==> config.mk <==
export PLATFORM = sky130hd
export DESIGN_NAME = bmcp_recv
export DESIGN_NICKNAME = d
export VERILOG_FILES = /design/src/rtl/bmcp_recv.sv
export SDC_FILE = /design/constraint.sdc
export NUM_CORES = 1
export LEC_CHECK = 0
export CORE_MARGIN = 8
export CORE_UTILIZATION = 42
export DETAILED_ROUTE_END_ITERATION = 16
export PLACE_DENSITY = 0.79
export SYNTH_ARGS = -nofsm -noshare
export SYNTH_HDL_FRONTEND = slang
export SYNTH_SLANG_ARGS = --single-unit
==> constraint.sdc <==
create_clock -name bclk -period 2.7 [get_ports bclk]
set_input_delay 0.54 -clock bclk [delete_from_list [all_inputs] [get_ports bclk]]
set_output_delay 0.54 -clock bclk [all_outputs]
set_load 0.05 [all_outputs]
==> src/rtl/bmcp_recv.sv <==
// Receive side of a multi-cycle-path CDC handshake: synchronizes the sender's
// toggle-enable, captures the held-stable data bus and returns a toggle ack.
module bmcp_recv #(
  parameter int WIDTH       = 8,
  parameter int SYNC_STAGES = 2
) (
  input  logic             bclk,
  input  logic             brst,
  input  logic [WIDTH-1:0] adata,
  input  logic             a_en,
  input  logic             bload,
  output logic [WIDTH-1:0] bdata,
  output logic             bvalid,
  output logic             b_ack,
  output logic             b_ovf
);

  typedef enum logic [0:0] {
    S_WAIT  = 1'b0,
    S_VALID = 1'b1
  } state_t;

  state_t             state_q, state_d;
  logic [SYNC_STAGES-1:0] sync_q, sync_d;
  logic               bq_en;
  logic               bq_en_d_q, bq_en_d_d;
  logic               ben;
  logic [WIDTH-1:0]   bdata_q, bdata_d;
  logic               b_ack_q, b_ack_d;
  logic               b_ovf_q, b_ovf_d;

  // Only the single-bit enable crosses through flops; adata is trusted stable
  // by the time the synchronized edge reaches the capture logic.
  genvar gi;
  generate
    for (gi = 0; gi < SYNC_STAGES; gi++) begin : g_sync
      if (gi == 0) begin : g_first
        assign sync_d[gi] = a_en;
      end else begin : g_rest
        assign sync_d[gi] = sync_q[gi-1];
      end
    end
  endgenerate

  assign bq_en     = sync_q[SYNC_STAGES-1];
  assign bq_en_d_d = bq_en;
  assign ben       = bq_en ^ bq_en_d_q;

  always_comb begin
    state_d = state_q;
    bdata_d = bdata_q;
    b_ack_d = b_ack_q;
    b_ovf_d = b_ovf_q;
    case (state_q)
      S_WAIT: begin
        if (ben) begin
          bdata_d = adata;
          state_d = S_VALID;
        end
      end
      S_VALID: begin
        if (bload && ben) begin
          // Consume the held word and take the new one in the same cycle.
          b_ack_d = ~b_ack_q;
          bdata_d = adata;
        end else if (bload) begin
          b_ack_d = ~b_ack_q;
          state_d = S_WAIT;
        end else if (ben) begin
          // New word arrived while the old one is unconsumed: drop it.
          b_ovf_d = 1'b1;
        end
      end
      default: state_d = S_WAIT;
    endcase
  end

  always_ff @(posedge bclk or posedge brst) begin
    if (brst) begin
      sync_q    <= '0;
      bq_en_d_q <= 1'b0;
      state_q   <= S_WAIT;
      bdata_q   <= '0;
      b_ack_q   <= 1'b0;
      b_ovf_q   <= 1'b0;
    end else begin
      sync_q    <= sync_d;
      bq_en_d_q <= bq_en_d_d;
      state_q   <= state_d;
      bdata_q   <= bdata_d;
      b_ack_q   <= b_ack_d;
      b_ovf_q   <= b_ovf_d;
    end
  end

  assign bdata  = bdata_q;
  assign bvalid = (state_q == S_VALID);
  assign b_ack  = b_ack_q;
  assign b_ovf  = b_ovf_q;

endmodule

Word level (Yosys, flattened, before mapping)
Cells that the tools add are included.

Register bits after elaboration: 14. Bits of input ports: 12. Output and inout port bits: 11. Word-level logic and storage cells: 27.

Equal/unequal tests: 2. Mux-type cells: 9. Bitwise gates (word level): 5. Reductions and logical operators: 5.

Operator list (count): $mux W8 (2); $pmux W8 S2 (1); $mux W1 (5); $not A1 Y1 (4); $reduce_and A2 Y1 (2); $reduce_and A4 Y1 (1); $ne A2 B1 Y1 const B (1); $ne A2 B2 Y1 const B (1); $pmux W1 S2 (1); $reduce_bool A2 Y1 (1); $logic_and A1 B1 Y1 (1); $xor A1 B1 Y1 (1).

Longest topological paths before layout
Depth in word-level cells: 4. Mapped depth: 4. Depth with buffers taken out: 3.

Worst setup path before layout
No wires, ideal clock.

Kind: reg-to-reg. From: register state_q, in the netlist bvalid. To: register bdata_q[0], in the netlist bdata[0]. Library setup time: 125 ps. Data arrival time: 1324 ps. Required time: 2575 ps. Slack: 1251 ps. Stages on the path, launching flop included: 5. Path buffers: 1. Clock period less this slack: 1449 ps. Cell sequence: dfrtp_1 > nand2b_4 > nor2b_2 > buf_6 > mux2_4.

Word-level cells in the longest chain between the ends: 3. Elaborated cells on any way between the ends: 5. Classes of those cells: 2 x eq/ne; 1 x mux; 1 x bitwise; 1 x reduce/logical.

Ends and longest elaborated chain: start: declaration (RTL line 23) `state_t state_q, state_d;`; start signal: assignment (RTL line 89) `state_q <= state_d;`; $not A1 Y1; $ne A2 B2 Y1 (no line); $reduce_and A2 Y1 (no line); end signal: assignment (RTL line 90) `bdata_q <= bdata_d;`; end: declaration (RTL line 28) `logic [WIDTH-1:0] bdata_q, bdata_d;`.

Several ways; a longest one is shown, not always the timed one. A chain may end at the register's enable or synchronous reset.

Worst setup path after layout
From: register state_q, in the netlist bvalid. To: output port bvalid.

RTL lines: end: declaration (RTL line 13) `output logic bvalid,`.

No word-level cell between the ends.

==> impl_metrics.yaml <==
status:
  outcome: "complete, no violations"
setup_path:
  worstRegToRegCells: 3
  cp_num_buf_inv: 1
  critPathMaxFanout: 3
  timing.rr.start: "sync_q[1]$_DFF_PP0_"
  crit_cells: 1
  slowest_delay_ns: 0.82
  r2r_setup_slack_ns: 1.20
  critical-path-top-delay-family: "buffers and inverters"
  critPathKind: "reg2out"
  cp-endpoint: "bvalid"
  crit_chain: "clkdlybuf4s50_1"
  cp.arrival_ns: 1.49
  endpoint_kind: "output pin"
  r2r-end: "bdata[5]$_DFFE_PP0P_"
  setup.worst_path.start: "bvalid$_DFF_PP0_"
  slowest_stage: "clkdlybuf4s50_1"
  cp.required_ns: 2.16
  cp-start-kind: "flip-flop"
power_and_ir_drop:
  p_clk_share_pct: 16.3
  p_int_uw: 418.2
  leakage_uw: 0.0003575
  pwr-share-comb_pct: 43.1
  switching_share_pct: 37.33
  p_per_area_mw_per_mm2: 835.9
  switchingPower_uw: 249.1
  peakVddDrop_uv: 471.3
  power_frac_seq_pct: 40.6
yosys:
  synth_cells: 31
  netlist.area_leader.share_pct: 63.93
  synthFlopType: "dfrtp_1"
  synth_cell_types: 10
  synthTopCellsByCount: "dfrtp_1 (14), mux2_4 (8), nand2_1 (2)"
  yosysSeqAreaShare_pct: 63.93
  synth_most_common_cell: "dfrtp_1"
  ys_async_sr_fraction_pct: 100.0
  ys_warn_count: 0
  netlist_area_um2: 548.0
  syn_nets: 43
  synth_top_area_cell: "dfrtp_1"
  synthTopCellsByArea: "dfrtp_1 (64%), mux2_4 (22%), xnor2_2 (3.0%)"
  syn_avg_cell_area_um2: 17.68
  synth_edf_count: 0
  synth.ff_latch_count: 14
grt:
  grt_max_degree: 15
  grt_util_met1_pct: 7.926
  met3_usage_pct: 3.419
  grt_usage_pct: 7.916
  grt_pass1_vias: 395
  grt_pass1_wl_mm: 1.614
  grt_antenna_before_repair: 0
  grt_overflow: 0
  busiest_layer: "met2"
  grtUsageMet2_pct: 13.60
routing:
  dr.pass1.iters: 1
  vias: 325
  viasPerCell: 4.643
  drc: 0
  post_drt_wl_per_cell_um: 14.36
  drtAntennaViolNets: 0
  drt-initial-drc-count: 0
  drt-total-wl_mm: 1.005
sta:
  min_period_ns: 2.033
  report.final.slew_viol_count: 0
  setup_viol: 0
  period_share_pct: 75.30
  max_freq_mhz: 491.9
  tns_ns: 0
  rsz0062_at_grt: "no"
  tightest_slew_ns: 0.5476
  fin_worst_skew_ns: 0.001859
  worst_slack_ns: 0.6670
  finalHoldViolCount: 0
  slew_headroom_pct: 63.33
cells_and_area:
  nFillCells: 99
  drive_gt1_share_pct: 25.45
  diodes: 0
  syn2layout_area_growth_pct: 45.66
  seq_area_um2: 350.3
  multiInputGateArea_um2: 182.7
  nNetsFinal: 69
  post-route-util_pct: 63.74
floorplanning:
  die_area_mm2: 0.002716
  fp.dieW_um: 52.12
  start_util_pct: 43.76
  core_area_mm2: 0.001252
  io_pins: 23
  core.rowCount: 13
  dieHeight_um: 52.12
clock_tree:
  postCtsSetupBuffers: 0
  tritoncts: "built"
  postCtsResizedCells: 0
  htreeDepth: 1
  clk_root_buffer_cell: "clkbuf_4"
  path_clk_slew_ns: 0.07
  cts_hold_buf: 0
  clkLatencyLatePin_ns: 0.26
  cts-buffers-inserted: 3
  clock_path_buffers: 2
  clkSinkCount: 14
placed_design:
  dp_slack_ns: 0.5718
  gp_congestion: 0.6111
  port_buffers: 22
min_path:
  holdCritPathClass: "reg2reg"
  holdCritStartpoint: "sync_q[0]$_DFF_PP0_"
job:
  cap_violations: 0
-- kinds of logic after synthesis --
family                    count (synthesis)  synth area share (%)
buffers and inverters                     2                 2.739
AOI/OAI and AO/OA                         1                 1.370
and+or+nand+nor                           4                 5.480
DFF                                      14                 63.93
xor gates and xnor gates                  2                 4.567
muxes                                     8                 21.92
-- placed cells by master (no fill, tap or decap) --
| cell type | n |
|---|---|
| clkbuf_4 | 3 |
| clkdlybuf4s50_1 | 22 |
| dfrtp_1 | 14 |
| inv_1 | 1 |
| mux2_4 | 8 |
| nand2_1 | 2 |
| nand2b_4 | 1 |
| nor2b_2 | 1 |
| o21bai_1 | 1 |
| xnor2_1 | 1 |
| xnor2_2 | 1 |
-- worst min-delay path by stage --
stage	endpoint	slack [ns]	cells past startpoint
global placement	sync_q[1]$_DFF_PP0_	0.33	0
floorplan	sync_q[1]$_DFF_PP0_	0.33	0
CTS	sync_q[1]$_DFF_PP0_	0.35	0
finish	sync_q[1]$_DFF_PP0_	0.35	0
global route	sync_q[1]$_DFF_PP0_	0.36	0
detailed placement	sync_q[1]$_DFF_PP0_	0.34	0
-- power by group through the flow --
stage          sequential (uW)  clock (uW)  combinational (uW)
2_1_floorplan              397           0                69.0
3_3_place_gp               275           0                 286
3_5_place_dp               274           0                 290
4_1_cts                    272         112                 292
5_1_grt                    275         123                 299
6_report                   271         109                 288
-- state kept, by name, indices dropped and copies added (netlist names) --
signal     flops
b_ack          1
b_ovf          1
bdata          8
bq_en_d_q      1
bvalid         1
sync_q         2
-- area by class of cell --
class	instances	share of cell area, %
Multi-Input combinational cell	15	22.88
Timing Repair Buffer	22	27.59
Tap cell	15	2.351
Inverter	1	0.4702
Sequential cell	14	43.89
Clock buffer	3	2.821
-- per-layer routing --
| layer | up-vias | wire length, um |
|---|---|---|
| met5 | - | 0 |
| met3 | 0 | 78 |
| met1 | 162 | 396 |
| met4 | 0 | 0 |
| li1 | 150 | - |
| met2 | 13 | 530 |
-- per-stage QoR --
stage | instance area, um2 | hold WS [ns] | total power, uW | instances
CTS | 798.3 | 0.3527 | 674.9 | 70
global route | 798.3 | 0.3607 | 697.0 | 70
global placement | 775.7 | 0.3332 | 560.9 | 67
detailed placement | 775.7 | 0.3364 | 564.2 | 67
floorplan | 548.0 | 0.3312 | 466.4 | 31
finish | 798.3 | 0.3501 | 667.3 | 70
-- worst register-to-register path, delay by kind of cell (launching register included) --
family / cells / cell delay [ns]
multiplexers: 1 / 0.35
flip-flops: 1 / 0.41
XOR/XNOR: 1 / 0.16
AND/OR/NAND/NOR: 1 / 0.46
No activity file was read; power rests on OpenSTA's default activity.
